$ cat config.mk
export PLATFORM = sky130hd
export DESIGN_NAME = hormado_arbiter_flat
export DESIGN_NICKNAME = d
export VERILOG_FILES = /design/src/rtl/hormado_pkg.sv /design/src/rtl/hormado_if.sv /design/src/rtl/hormado_bin_decode.sv /design/src/rtl/hormado_arbiter.sv /design/src/flat_wrapper.sv
export SDC_FILE = /design/constraint.sdc
export NUM_CORES = 1
export LEC_CHECK = 0
export CAP_MARGIN = 5
export CORE_ASPECT_RATIO = 1.1
export CORE_MARGIN = 2
export CORE_UTILIZATION = 46
export DETAILED_ROUTE_END_ITERATION = 10
export PLACE_DENSITY_LB_ADDON = 0.2
export SETUP_SLACK_MARGIN = 0.4
export SYNTH_ARGS = -nofsm -noshare
export SYNTH_HDL_FRONTEND = slang
export SYNTH_HIERARCHICAL = 1
export SYNTH_SLANG_ARGS = --single-unit
$ cat constraint.sdc
create_clock -name clk -period 1.73 [get_ports clk]
set_clock_uncertainty 0.05 [all_clocks]
set_input_delay 0.4325 -clock clk [delete_from_list [all_inputs] [get_ports clk]]
set_output_delay 0.4325 -clock clk [all_outputs]
set_load 0.01 [all_outputs]
$ cat src/rtl/hormado_pkg.sv
// Shared definitions for the shaping-station arbiter: material codes,
// output bin indices and FSM state encoding.
package hormado_pkg;

  localparam int NUM_BINS = 5;

  // One-hot material codes carried on mat_lo / mat_hi.
  localparam logic [2:0] MAT_COT = 3'b001;
  localparam logic [2:0] MAT_POL = 3'b010;
  localparam logic [2:0] MAT_ACR = 3'b100;

  // Bit positions in the one-hot destination bin vector.
  localparam int BIN_LO_COT = 0;
  localparam int BIN_LO_POL = 1;
  localparam int BIN_LO_ACR = 2;
  localparam int BIN_HI_COT = 3;
  localparam int BIN_HI_ACR = 4;

  typedef logic [NUM_BINS-1:0] bin_t;

  typedef enum logic [1:0] {
    ST_IDLE = 2'b00,
    ST_FORM = 2'b01,
    ST_DONE = 2'b10
  } state_e;

endpackage

$ cat src/rtl/hormado_if.sv
// Handshake bundle between the two sealers / bin counters (master side)
// and the shaping-station arbiter (slave side).
interface hormado_if;
  import hormado_pkg::*;

  logic       req_lo;
  logic [2:0] mat_lo;
  logic       req_hi;
  logic [2:0] mat_hi;
  bin_t       bin_full;
  logic       done_rdy;
  logic       gnt_lo;
  logic       gnt_hi;
  logic       reject_lo;
  logic       reject_hi;
  logic       form_en;
  logic       done_vld;
  bin_t       done_bin;

  modport master (
    output req_lo, mat_lo, req_hi, mat_hi, bin_full, done_rdy,
    input  gnt_lo, gnt_hi, reject_lo, reject_hi, form_en, done_vld, done_bin
  );

  modport slave (
    input  req_lo, mat_lo, req_hi, mat_hi, bin_full, done_rdy,
    output gnt_lo, gnt_hi, reject_lo, reject_hi, form_en, done_vld, done_bin
  );

endinterface

$ cat src/rtl/hormado_bin_decode.sv
// Maps a sealer's material code to its one-hot destination bin and flags
// codes that sealer may not produce (high sealer has no polyester bin).
module hormado_bin_decode
  import hormado_pkg::*;
(
  input  logic [2:0] mat,
  input  logic       size_hi,
  output logic       legal,
  output bin_t       bin
);

  // Material/size to bin lookup; illegal codes give legal=0 and no bin.
  always_comb begin
    // NOTE: every output gets a default first so no path can infer a latch.
    legal = 1'b0;
    bin   = '0;
    case (mat)
      MAT_COT: begin
        legal = 1'b1;
        bin[size_hi ? BIN_HI_COT : BIN_LO_COT] = 1'b1;
      end
      MAT_POL: begin
        if (!size_hi) begin
          legal           = 1'b1;
          bin[BIN_LO_POL] = 1'b1;
        end
      end
      MAT_ACR: begin
        legal = 1'b1;
        bin[size_hi ? BIN_HI_ACR : BIN_LO_ACR] = 1'b1;
      end
      default: ;
    endcase
  end

endmodule

$ cat src/rtl/hormado_arbiter.sv
// Shares one shaping station between the low and high sealers: arbitrates
// round-robin, times the shaping run and presents the finished pair's bin.
// Every output is decoded from registered state only.
module hormado_arbiter
  import hormado_pkg::*;
#(
  parameter int unsigned FORM_CYCLES = 6
) (
  input  logic     clk,
  input  logic     reset,
  hormado_if.slave bus
);

  localparam int unsigned   CW       = $clog2(FORM_CYCLES + 1);
  localparam logic [CW-1:0] CNT_LAST = CW'(FORM_CYCLES - 1);

  state_e        state_q, state_d;
  logic [CW-1:0] cnt_q, cnt_d;
  logic          last_hi_q, last_hi_d;
  logic          side_hi_q, side_hi_d;
  bin_t          bin_q, bin_d;
  logic          rej_lo_q, rej_lo_d;
  logic          rej_hi_q, rej_hi_d;

  logic legal_lo, legal_hi;
  bin_t bin_lo, bin_hi;
  logic elig_lo, elig_hi;

  hormado_bin_decode u_dec_lo (
    .mat     (bus.mat_lo),
    .size_hi (1'b0),
    .legal   (legal_lo),
    .bin     (bin_lo)
  );

  hormado_bin_decode u_dec_hi (
    .mat     (bus.mat_hi),
    .size_hi (1'b1),
    .legal   (legal_hi),
    .bin     (bin_hi)
  );

  // A requester competes only with a legal material and a non-full target.
  assign elig_lo = bus.req_lo && legal_lo && ((bin_lo & bus.bin_full) == '0);
  assign elig_hi = bus.req_hi && legal_hi && ((bin_hi & bus.bin_full) == '0);

  // State register; asynchronous reset drops any in-flight pair.
  always_ff @(posedge clk or posedge reset) begin
    if (reset) begin
      state_q   <= ST_IDLE;
      cnt_q     <= '0;
      last_hi_q <= 1'b1;
      side_hi_q <= 1'b0;
      bin_q     <= '0;
      rej_lo_q  <= 1'b0;
      rej_hi_q  <= 1'b0;
    end else begin
      // NOTE: non-blocking assignments so every register samples pre-edge values.
      state_q   <= state_d;
      cnt_q     <= cnt_d;
      last_hi_q <= last_hi_d;
      side_hi_q <= side_hi_d;
      bin_q     <= bin_d;
      rej_lo_q  <= rej_lo_d;
      rej_hi_q  <= rej_hi_d;
    end
  end

  // Next-state: arbitration and rejects in IDLE, shaping timer in FORM,
  // output handshake in DONE.
  always_comb begin
    state_d   = state_q;
    cnt_d     = cnt_q;
    last_hi_d = last_hi_q;
    side_hi_d = side_hi_q;
    bin_d     = bin_q;
    rej_lo_d  = 1'b0;
    rej_hi_d  = 1'b0;
    case (state_q)
      ST_IDLE: begin
        // Alternate with the previous pulse so a held bad request pulses every 2nd cycle.
        rej_lo_d = bus.req_lo && !legal_lo && !rej_lo_q;
        rej_hi_d = bus.req_hi && !legal_hi && !rej_hi_q;
        if (elig_lo && (!elig_hi || last_hi_q)) begin
          state_d   = ST_FORM;
          cnt_d     = '0;
          side_hi_d = 1'b0;
          bin_d     = bin_lo;
        end else if (elig_hi) begin
          state_d   = ST_FORM;
          cnt_d     = '0;
          side_hi_d = 1'b1;
          bin_d     = bin_hi;
        end
      end
      ST_FORM: begin
        if (cnt_q == CNT_LAST) begin
          state_d = ST_DONE;
          cnt_d   = '0;
        end else begin
          cnt_d = cnt_q + 1'b1;
        end
      end
      ST_DONE: begin
        if (bus.done_rdy) begin
          state_d   = ST_IDLE;
          last_hi_d = side_hi_q;
        end
      end
      default: state_d = ST_IDLE;
    endcase
  end

  // Grant is the first shaping cycle of the latched side.
  assign bus.gnt_lo    = (state_q == ST_FORM) && (cnt_q == '0) && !side_hi_q;
  assign bus.gnt_hi    = (state_q == ST_FORM) && (cnt_q == '0) &&  side_hi_q;
  assign bus.reject_lo = rej_lo_q;
  assign bus.reject_hi = rej_hi_q;
  assign bus.form_en   = (state_q == ST_FORM);
  assign bus.done_vld  = (state_q == ST_DONE);
  assign bus.done_bin  = (state_q == ST_DONE) ? bin_q : '0;

endmodule
$ cat src/flat_wrapper.sv
// flat-port wrapper written by rule: the top's interface ports become plain ports
module hormado_arbiter_flat import hormado_pkg::*;
#(
  parameter int unsigned FORM_CYCLES = 6
)
  (clk, reset, bus_req_lo, bus_mat_lo, bus_req_hi, bus_mat_hi, bus_bin_full, bus_done_rdy, bus_gnt_lo, bus_gnt_hi, bus_reject_lo, bus_reject_hi, bus_form_en, bus_done_vld, bus_done_bin);
  hormado_if bus_i ();
  input  logic clk;
  input  logic reset;
  input wire logic [$bits(bus_i.req_lo)-1:0] bus_req_lo;
  input wire logic [$bits(bus_i.mat_lo)-1:0] bus_mat_lo;
  input wire logic [$bits(bus_i.req_hi)-1:0] bus_req_hi;
  input wire logic [$bits(bus_i.mat_hi)-1:0] bus_mat_hi;
  input wire logic [$bits(bus_i.bin_full)-1:0] bus_bin_full;
  input wire logic [$bits(bus_i.done_rdy)-1:0] bus_done_rdy;
  output wire logic [$bits(bus_i.gnt_lo)-1:0] bus_gnt_lo;
  output wire logic [$bits(bus_i.gnt_hi)-1:0] bus_gnt_hi;
  output wire logic [$bits(bus_i.reject_lo)-1:0] bus_reject_lo;
  output wire logic [$bits(bus_i.reject_hi)-1:0] bus_reject_hi;
  output wire logic [$bits(bus_i.form_en)-1:0] bus_form_en;
  output wire logic [$bits(bus_i.done_vld)-1:0] bus_done_vld;
  output wire logic [$bits(bus_i.done_bin)-1:0] bus_done_bin;
  assign bus_i.req_lo = bus_req_lo;
  assign bus_i.mat_lo = bus_mat_lo;
  assign bus_i.req_hi = bus_req_hi;
  assign bus_i.mat_hi = bus_mat_hi;
  assign bus_i.bin_full = bus_bin_full;
  assign bus_i.done_rdy = bus_done_rdy;
  assign bus_gnt_lo = bus_i.gnt_lo;
  assign bus_gnt_hi = bus_i.gnt_hi;
  assign bus_reject_lo = bus_i.reject_lo;
  assign bus_reject_hi = bus_i.reject_hi;
  assign bus_form_en = bus_i.form_en;
  assign bus_done_vld = bus_i.done_vld;
  assign bus_done_bin = bus_i.done_bin;
  hormado_arbiter #(.FORM_CYCLES(FORM_CYCLES)) u_core (.clk(clk), .reset(reset), .bus(bus_i));
endmodule
==> metrics.md, run 1 <==
| Metric | Value |
|---|---|
| Post-CTS Hold Fix Bufs | `0` |
| Hold Crit Class | `reg2reg` |
| Vias in the first global route | `1120` |
| Die area | `2406 µm²` |
| Dpl cell area | `1491 µm²` |
| Worst slew pin tran | `0.6003 ns` |
| Mapped Area | `933.4 µm²` |
| GRT overflow | `0` |
| Max-Cap Viols | `0` |
| Largest net degree at the start of global routing | `15` |
| Die height | `51.25 µm` |
| Req. time, crit path | `1.85 ns` |
| Reg area | `351.6 µm²` |
| Pre-antenna DRT Iters | `4` |
| Leak | `0.8634 nW` |
| Core Area | `1957 µm²` |
| Post-Synthesis Cells | `98` |
| Design area | `1798 µm²` |
| Routed Antenna Nets | `0` |
| R2r worst-path depth | `7` |
| R2R Path End | `u_core/cnt_q[1]` |
| Status | `complete, but fails checks` |
| Sequential share of the synthesized area | `37.67%` |
| Hold Crit Start | `u_core/bus.reject_hi` |
| Ports | `27` |
| Setup_tns | `-0.5869 ns` |
| Failing checks | `negative setup slack` |
| DR vias/cell | `5.649` |
| Final WS setup | `-0.08567 ns` |
| Routability Congestion | `0.8815` |
| IO Port Bufs | `26` |
| Most frequent cells in the layout | `buf_4, buf_6, dfrtp_1` |
| Most common cell after layout, fill and taps aside | `buf_4` |
| Reg2Reg Setup Slack | `-0.05 ns` |
| DRT Wirelength | `3883 µm` |
| Max_slew headroom | `59.42%` |
| Layout cells sized above 1 | `60.34%` |
| FP Rows | `17` |
| Final worst-path cycle share | `105.0%` |
| Worst Path Max Fanout | `5` |
| Hold path endpoint | `u_core/bus.reject_hi` |
| Fin. Hold Viols | `0` |
| Initial Util | `47.70%` |
| Initial antenna violation count | `0` |
| RSZ-0062 raised after global routing | `true` |
| Tmin final | `1.816 ns` |
| WP data arrival | `1.94 ns` |
| Final Max Tran Viols | `0` |
| Clock Latency Late Sink | `0.29 ns` |
| Drt drc | `0` |
| Post-synthesis cell type count | `37` |
| Synth top area cells | `dfrtp_1, mux2i_1, nor4b_1` |
| Estimated wirelength of the detail-placed design | `2050 µm` |
| Multi-input gate area | `748.2 µm²` |
| R2R Path Start | `u_core/state_q[0]` |
| Reg clk slew, reported paths | `0.09 ns` |
| Chip width | `46.95 µm` |
| # diodes | `0` |
| Synth area leader | `dfrtp_1` |
| Clk buf depth | `2` |
| DR iter-0 viols | `18` |
| Worst VDD drop | `0.001065 V` |
| Vias | `1141` |
| # fillers | `78` |
| CTS buffer count | `3` |
| Fmax | `550.8 MHz` |
| WS Path Type | `in2reg` |
| Area growth, synth to finish | `92.63%` |
| Synth top area share | `34.85%` |
| Pwr Density | `1136 nW/µm²` |
| CTS H-tree lvls | `1` |
| Per-cell routed wire length | `19.22 µm` |
| Crit path launch type | `input pin` |
| Syn_area_per_cell | `9.524 µm²` |
| CTS tree | `done` |
| GRT Util Overall | `28.09%` |
| YS warnings | `6` |
| #FFs+latches synth | `14` |
| First-pass GRT wire length | `4774 µm` |
| CTS root buffer | `clkbuf_4` |
| Setup violators final | `16` |
| # nets final | `191` |
| Hold depth | `1` |
| Worst setup EP type | `flop` |
| # clock sinks | `14` |
cell type report:
type	instances	share of cell area, %
flip-flops and latches	14	19.55
multi-input cells	86	41.61
repair buffers	66	33.89
clock buffers	4	2.018
well taps	28	1.949
inverters	4	0.9743
power breakdown:
group          switching [mW]  leakage [nW]  total (mW)  internal (mW)
combinational           0.578         0.672        1.21          0.629
clock                   0.112        0.0210       0.240          0.128
sequential              0.115         0.170       0.595          0.480
total                   0.805         0.863        2.04           1.24
metal layers:
| layer | vias up | part of all wire, % | track usage, % |
|---|---|---|---|
| met4 | 0 | 5.4 | 16.20 |
| met1 | 563 | 36 | 28.54 |
| met5 | - | 0 | 0 |
| met3 | 25 | 5.1 | 4.947 |
| li1 | 504 | - | - |
| met2 | 49 | 54 | 50.68 |
timing repair:
action | 4_1_cts | 5_1_grt
setup buffers | 7 | 4
setup endpoints to repair | 23 | 21
gates cloned | 0 | 1
gates resized for setup | 115 | 15
pin swaps | 21 | 12
hold endpoints to repair | 0 | 0
kinds of logic (layout without fill, tap and decap cells):
| logic type | count (synthesis) | after routing | share of synthesized area, % |
|---|---|---|---|
| buffers and inverters | 7 | 74 | 4.021 |
| other | 2 | 11 | 0.8046 |
| multiplexers | 6 | 6 | 6.435 |
| AND/OR/NAND/NOR | 48 | 48 | 34.18 |
| flip-flops | 14 | 14 | 37.67 |
| AO/OA/AOI/OAI | 21 | 21 | 16.89 |
Yosys cell counts:
master / instances
nand3b_1: 1
and3b_1: 1
clkbuf_1: 1
a22oi_1: 2
or2_2: 1
nand2_1: 8
buf_6: 1
o21ai_0: 4
o22ai_1: 1
conb_1: 2
mux2i_1: 6
a211o_1: 2
a22o_1: 2
and2b_1: 1
and4b_1: 1
nor2_1: 11
o31a_1: 1
and4bb_2: 2
dfrtp_1: 13
o2bb2ai_2: 1
and2_1: 6
a21o_1: 1
nor4b_1: 5
nor3b_2: 2
nand3_1: 1
dfstp_2: 1
a32o_1: 1
nand2b_1: 1
nand4_1: 1
inv_1: 4
nor4b_4: 1
nor2b_1: 3
nor3b_1: 1
and4_1: 1
buf_4: 1
a221oi_2: 1
a21oi_1: 5
worst max-delay path by stage:
| stage | start | endpoint | cells after the start |
|---|---|---|---|
| 5_1_grt | u_core/state_q[0] | u_core/cnt_q[1] | 7 |
| 4_1_cts | u_core/state_q[1] | bus_gnt_hi | 5 |
| 6_report | bus_mat_hi[2] | u_core/cnt_q[1] | 8 |
| 3_5_place_dp | bus_mat_lo[0] | u_core/bin_q[1] | 7 |
| 3_3_place_gp | bus_mat_lo[0] | u_core/bin_q[1] | 7 |
| 2_1_floorplan | bus_mat_hi[0] | u_core/bin_q[0] | 7 |
registers in the layout, summed over array words and instances, names as in the netlist:
name,cells
u_core/state_q,2
u_core/last_hi_q,1
u_core/cnt_q,3
u_core/bin_q,5
u_core/bus.reject_hi,1
u_core/side_hi_q,1
u_core/bus.reject_lo,1
metrics by stage:
step / worst slack [ns] / total power, mW / utilization (%) / instances / hold slack, ns
detailed placement: -0.8503 / 1.399 / 76.21 / 186 / 0.3764
CTS: -0.001799 / 1.818 / 86.45 / 197 / 0.3960
floorplan: -0.01717 / 1.000 / - / 107 / 0.2710
global placement: -0.7770 / 1.358 / 76.21 / 186 / 0.3672
finish: -0.08567 / 2.043 / 91.88 / 202 / 0.4093
global route: -0.1100 / 2.123 / 91.88 / 202 / 0.4167
critical path, stage by stage:
cell	delay, ns
buf_8	0.10
and4bb_2	0.23
a22o_1	0.23
a221oi_2	0.25
buf_4	0.18
o2bb2ai_4	0.17
mux2i_2	0.13
a22o_1	0.21
Power figures use the tool's default switching activity.
==> run 2: changes to the inputs <==
Settings changed: CORE_UTILIZATION 46 to 50, SKIP_LAST_GASP set to 1.
Clock period 1.73 ns to 2.13 ns, I/O delays scaled along.
==> run 2 against run 1 <==
Net effect:
- the flow now finishes without violations
- sequential cell count is the same
- via count decreased by 2.5%
- setup slack better by 0.23 ns
- clock power shrank 31%
- critical path type unchanged
- critical endpoint is now u_core/bin_q[3]
- largest power group unchanged
==> metrics.md, run 2 (synthesis gave the netlist of run 1 again) <==
| Metric | Value |
|---|---|
| Status | `completed` |
| Tmin final | `1.983 ns` |
| Max_slew headroom | `32.08%` |
| CTS buffer count | `3` |
| Pwr Density | `871.6 nW/µm²` |
| Final Max Tran Viols | `0` |
| Initial antenna violation count | `0` |
| First-pass GRT wire length | `4830 µm` |
| CTS root buffer | `clkbuf_4` |
| Hold_ws | `0.3782 ns` |
| DR iter-0 viols | `48` |
| Most frequent cells in the layout | `buf_4, buf_6, dfrtp_1` |
| Dpl cell area | `1374 µm²` |
| Clock Latency Late Sink | `0.30 ns` |
| Worst VDD drop | `0.0009892 V` |
| # nets final | `185` |
| Final worst-path cycle share | `93.11%` |
| RSZ-0062 raised after global routing | `true` |
| Die height | `49.32 µm` |
| Max FFs per register | `5` |
| Req. time, crit path | `2.28 ns` |
| Fin. Hold Viols | `0` |
| # clock sinks | `14` |
| Die area | `2229 µm²` |
| Estimated wirelength of the detail-placed design | `1867 µm` |
| Crit path launch type | `input pin` |
| Routability Congestion | `0.9020` |
| Area growth, synth to finish | `79.62%` |
| CTS tree | `done` |
| Fmax | `504.2 MHz` |
| Worst Path Max Fanout | `6` |
| Worst slew pin tran | `1.005 ns` |
| Routed Antenna Nets | `0` |
| Clk buf depth | `2` |
| GRT Util Overall | `30.88%` |
| Post-CTS Hold Fix Bufs | `0` |
| Vias | `1113` |
| Largest net degree at the start of global routing | `15` |
| GRT overflow | `0` |
| Vias in the first global route | `1043` |
| Largest regs | `u_core/bin_q: 5 flops, u_core/cnt_q: 3 flops, u_core/state_q: 2 flops` |
| Largest Register | `u_core/bin_q` |
| Design area | `1677 µm²` |
| DRT Wirelength | `3942 µm` |
| WS Path Type | `in2reg` |
| CTS H-tree lvls | `1` |
| Reg clk slew, reported paths | `0.09 ns` |
| Core Util, Final | `95.17%` |
| Core Area | `1762 µm²` |
| Leak | `0.8180 nW` |
| Initial Util | `52.98%` |
| Drt drc | `0` |
| DR vias/cell | `5.984` |
| Worst setup EP type | `flop` |
| Setup violators final | `0` |
| FP Rows | `16` |
| Max-Cap Viols | `0` |
| Final WS setup | `0.1467 ns` |
| Chip width | `45.20 µm` |
| Layout cells sized above 1 | `48.81%` |
| IO Port Bufs | `26` |
| Pre-antenna DRT Iters | `4` |
| WP data arrival | `2.13 ns` |
| Ports | `27` |
| Post-Place Worst Slack | `-0.5464 ns` |
| Hold Crit Class | `reg2reg` |
| Per-cell routed wire length | `21.19 µm` |
| Most common cell after layout, fill and taps aside | `buf_4` |
| # diodes | `0` |
## run 2: area by class of cell
cell class | instances | area [µm²]
Multi-Input combinational cell | 86 | 695.7
Timing Repair Buffer | 60 | 561.8
Sequential cell | 14 | 352.8
Fill cell | 46 | 85.08
Clock buffer | 4 | 26.28
Tap cell | 18 | 22.52
Inverter | 4 | 17.52
## run 2: per-stage QoR
stage,std cells,power (mW),setup TNS [ns]
6_report,186,1.461,0
5_1_grt,186,1.529,0
4_1_cts,175,1.210,0
3_5_place_dp,165,0.9901,-4.452
3_3_place_gp,165,0.9654,-4.139
2_1_floorplan,107,0.7512,0
## run 2: final timing paths
kind / start / endpoint / slack [ns] / cells past startpoint
setup reg to reg: u_core/state_q[1] / u_core/bin_q[3] / 0.39 / 7
setup / recovery: bus_mat_lo[2] / u_core/bin_q[3] / 0.15 / 10
max in group asynchronous: reset / u_core/state_q[0] / 1.12 / 2
min in group asynchronous: reset / u_core/bus.reject_hi / 0.53 / 2
hold / removal: u_core/bus.reject_lo / u_core/bus.reject_lo / 0.38 / 1
hold reg to reg: u_core/bus.reject_lo / u_core/bus.reject_lo / 0.38 / 1
## run 2: repair_timing
item / 4_1_cts / 5_1_grt
buffers inserted: 6 / 10
setup endpoints to repair: 23 / 19
pin swaps: 21 / 16
gates resized for setup: 93 / 27
gates cloned: 0 / 1
## run 2: per-layer routing
| metal | track usage, % | vias up | routed length (µm) | part of all wire, % |
|---|---|---|---|---|
| li1 | - | 484 | - | - |
| met1 | 30.38 | 545 | 1455 | 37 |
| met2 | 54.76 | 62 | 2064 | 52 |
| met3 | 4.815 | 22 | 175 | 4.4 |
| met4 | 22.55 | 0 | 247 | 6.3 |
| met5 | 0 | - | 0 | 0 |
## run 2: worst max-delay path, stage by stage
cell       delay, ns
buf_8           0.10
nor3b_4         0.15
and2b_1         0.17
a22oi_1         0.21
nand2_1         0.16
buf_6           0.16
o2bb2ai_4       0.25
buf_12          0.16
nor2_1          0.05
a21oi_1         0.19
## run 2: power breakdown
group	internal [mW]	total [mW]	switching, mW
combinational	0.421	0.792	0.370
sequential	0.392	0.504	0.112
clock	0.0732	0.166	0.0930
total	0.886	1.46	0.576
==> run 3: changes to the inputs <==
Settings changed: RECOVER_POWER set to 100.
==> run 3 against run 2 <==
Net effect:
- fmax fell by 2.6%
- clock power is essentially flat
- register-to-register slack hardly changed
- critical path type unchanged
==> metrics.md, run 3 (synthesis gave the netlist of run 1 again) <==
| Metric | Value |
|---|---|
| Status | `completed` |
| Fin. Hold Viols | `0` |
| CP max stage cell | `nor3b_1` |
| Final Max Tran Viols | `0` |
| Per-cell routed wire length | `21.09 µm` |
| Most frequent cells in the layout | `buf_4, dfrtp_1, buf_6, conb_1, nor2_1` |
| # diodes | `0` |
| Worst setup EP type | `flop` |
| Hold Crit Class | `reg2reg` |
| Worst VDD drop | `0.0009636 V` |
| Tmin final | `2.037 ns` |
| DR vias/cell | `6.156` |
| Layout cells sized above 1 | `41.07%` |
| Finished Layout Cells | `186` |
| Vias | `1145` |
| Combinational share of power | `53.6%` |
| Largest Register | `u_core/bin_q` |
| GRT overflow | `0` |
| # nets final | `185` |
| Final WS setup | `0.09296 ns` |
| Estimated wirelength of the detail-placed design | `1867 µm` |
| Final worst-path cycle share | `95.64%` |
| CP max stage delay | `0.33 ns` |
| CTS tree | `done` |
| Initial antenna violation count | `0` |
| Design area | `1629 µm²` |
| Crit path launch type | `input pin` |
| Drt drc | `0` |
| Leak | `0.7850 nW` |
| IO Port Bufs | `26` |
| First-pass GRT wire length | `4830 µm` |
| Vias in the first global route | `1043` |
| Reg clk slew, reported paths | `0.09 ns` |
| Routed Antenna Nets | `0` |
| Clock Power Share | `11.6%` |
| P_sw | `0.5613 mW` |
| Die height | `49.32 µm` |
| Max_slew headroom | `30.71%` |
| Routability Congestion | `0.9020` |
| Largest net degree at the start of global routing | `15` |
| Core Area | `1762 µm²` |
| Switching share of power | `39.56%` |
| Dpl cell area | `1374 µm²` |
| Most common cell after layout, fill and taps aside | `buf_4` |
| Max-Cap Viols | `0` |
| Pwr Density | `870.9 nW/µm²` |
| Cell-internal power | `0.8575 mW` |
| Largest regs | `u_core/bin_q: 5 flops, u_core/cnt_q: 3 flops, u_core/state_q: 2 flops` |
| Pre-antenna DRT Iters | `4` |
| RSZ-0062 raised after global routing | `true` |
| WS Path Type | `in2reg` |
| CTS H-tree lvls | `1` |
| GRT Util Overall | `30.88%` |
| Register share of total power | `34.8%` |
| Req. time, crit path | `2.25 ns` |
| Max FFs per register | `5` |
| Chip width | `45.20 µm` |
| DRT Wirelength | `3923 µm` |
| Die area | `2229 µm²` |
| DR iter-0 viols | `19` |
| Setup_tns | `0 ns` |
| Critical-path cell list | `buf_4 -> nor3b_1 -> and2b_1 -> a22oi_1 -> nand2_1 -> clkbuf_1 -> o2bb2ai_4 -> buf_12 -> nor2_1 -> a21oi_1` |
| Worst Path Max Fanout | `6` |
| Setup violators final | `0` |
| Initial Util | `52.98%` |
| CTS buffer count | `3` |
| CTS root buffer | `clkbuf_4` |
| # clock sinks | `14` |
| WP data arrival | `2.15 ns` |
| Clock Latency Late Sink | `0.30 ns` |
| Area growth, synth to finish | `74.53%` |
| Post-Place Worst Slack | `-0.5464 ns` |
| Worst slew pin tran | `1.025 ns` |
| Fmax | `490.9 MHz` |
| Clk buf depth | `2` |
| Post-Place Cells | `165` |
| Ports | `27` |
| FP Rows | `16` |
## run 3: changes by cell type in the layout (fill, tap and decap cells not counted), moves of 3 or more
cell	before	now
and2_4	5	0
buf_2	4	1
and2_0	0	5
clkbuf_1	1	5
## run 3: final cells by class
cell class	instances	area, µm²
repair buffers	60	550.5
inverters	4	17.52
clock buffers	4	26.28
multi-input cells	86	660.6
well taps	18	22.52
flip-flops and latches	14	351.6
fillers	62	132.6
## run 3: power by group through the flow
| stage | logic (mW) | registers, mW | clock network [mW] |
|---|---|---|---|
| after global placement | 0.503 | 0.462 | 0 |
| final | 0.761 | 0.494 | 0.164 |
| after detailed placement | 0.520 | 0.470 | 0 |
| after floorplan | 0.299 | 0.453 | 0 |
| after CTS | 0.575 | 0.474 | 0.160 |
| after global routing | 0.805 | 0.503 | 0.176 |
## run 3: timing repair
item                       in CTS  in global routing
gates cloned                    0                  1
pin swaps                      21                 16
gates resized for setup        93                 27
hold buffers                    0                  0
setup endpoints to repair      23                 19
setup buffers                   6                 10
## run 3: worst max-delay path: cells and delay by family
| family | cells | cell delay, ns |
|---|---|---|
| compound gates | 3 | 0.32 |
| buf+inv | 3 | 0.47 |
| simple gates | 4 | 0.83 |
## run 3: stage by stage
step | util, % | hold slack [ns] | total power, mW
6_report | 92.47 | 0.3784 | 1.419
5_1_grt | 92.47 | 0.3982 | 1.483
4_1_cts | 84.59 | 0.3800 | 1.210
3_5_place_dp | 77.98 | 0.3735 | 0.9901
3_3_place_gp | 77.98 | 0.3700 | 0.9654
2_1_floorplan | - | 0.3710 | 0.7512
## run 3: path summary, 6_finish.rpt
kind,depth (start not counted),startpoint,end,slack (ns)
setup / recovery,10,bus_mat_lo[0],u_core/bin_q[3],0.09
min in group asynchronous,2,reset,u_core/bus.reject_hi,0.68
hold reg to reg,1,u_core/bus.reject_lo,u_core/bus.reject_lo,0.38
max in group asynchronous,2,reset,u_core/last_hi_q,0.98
setup reg to reg,7,u_core/state_q[1],u_core/bin_q[3],0.40
hold / removal,1,u_core/bus.reject_lo,u_core/bus.reject_lo,0.38
## run 3: per-layer routing
layer / part of all wire, % / GRT usage, %
met5: 0 / 0
met4: 6.7 / 22.55
met3: 5.7 / 4.815
met2: 52 / 54.76
met1: 36 / 30.38
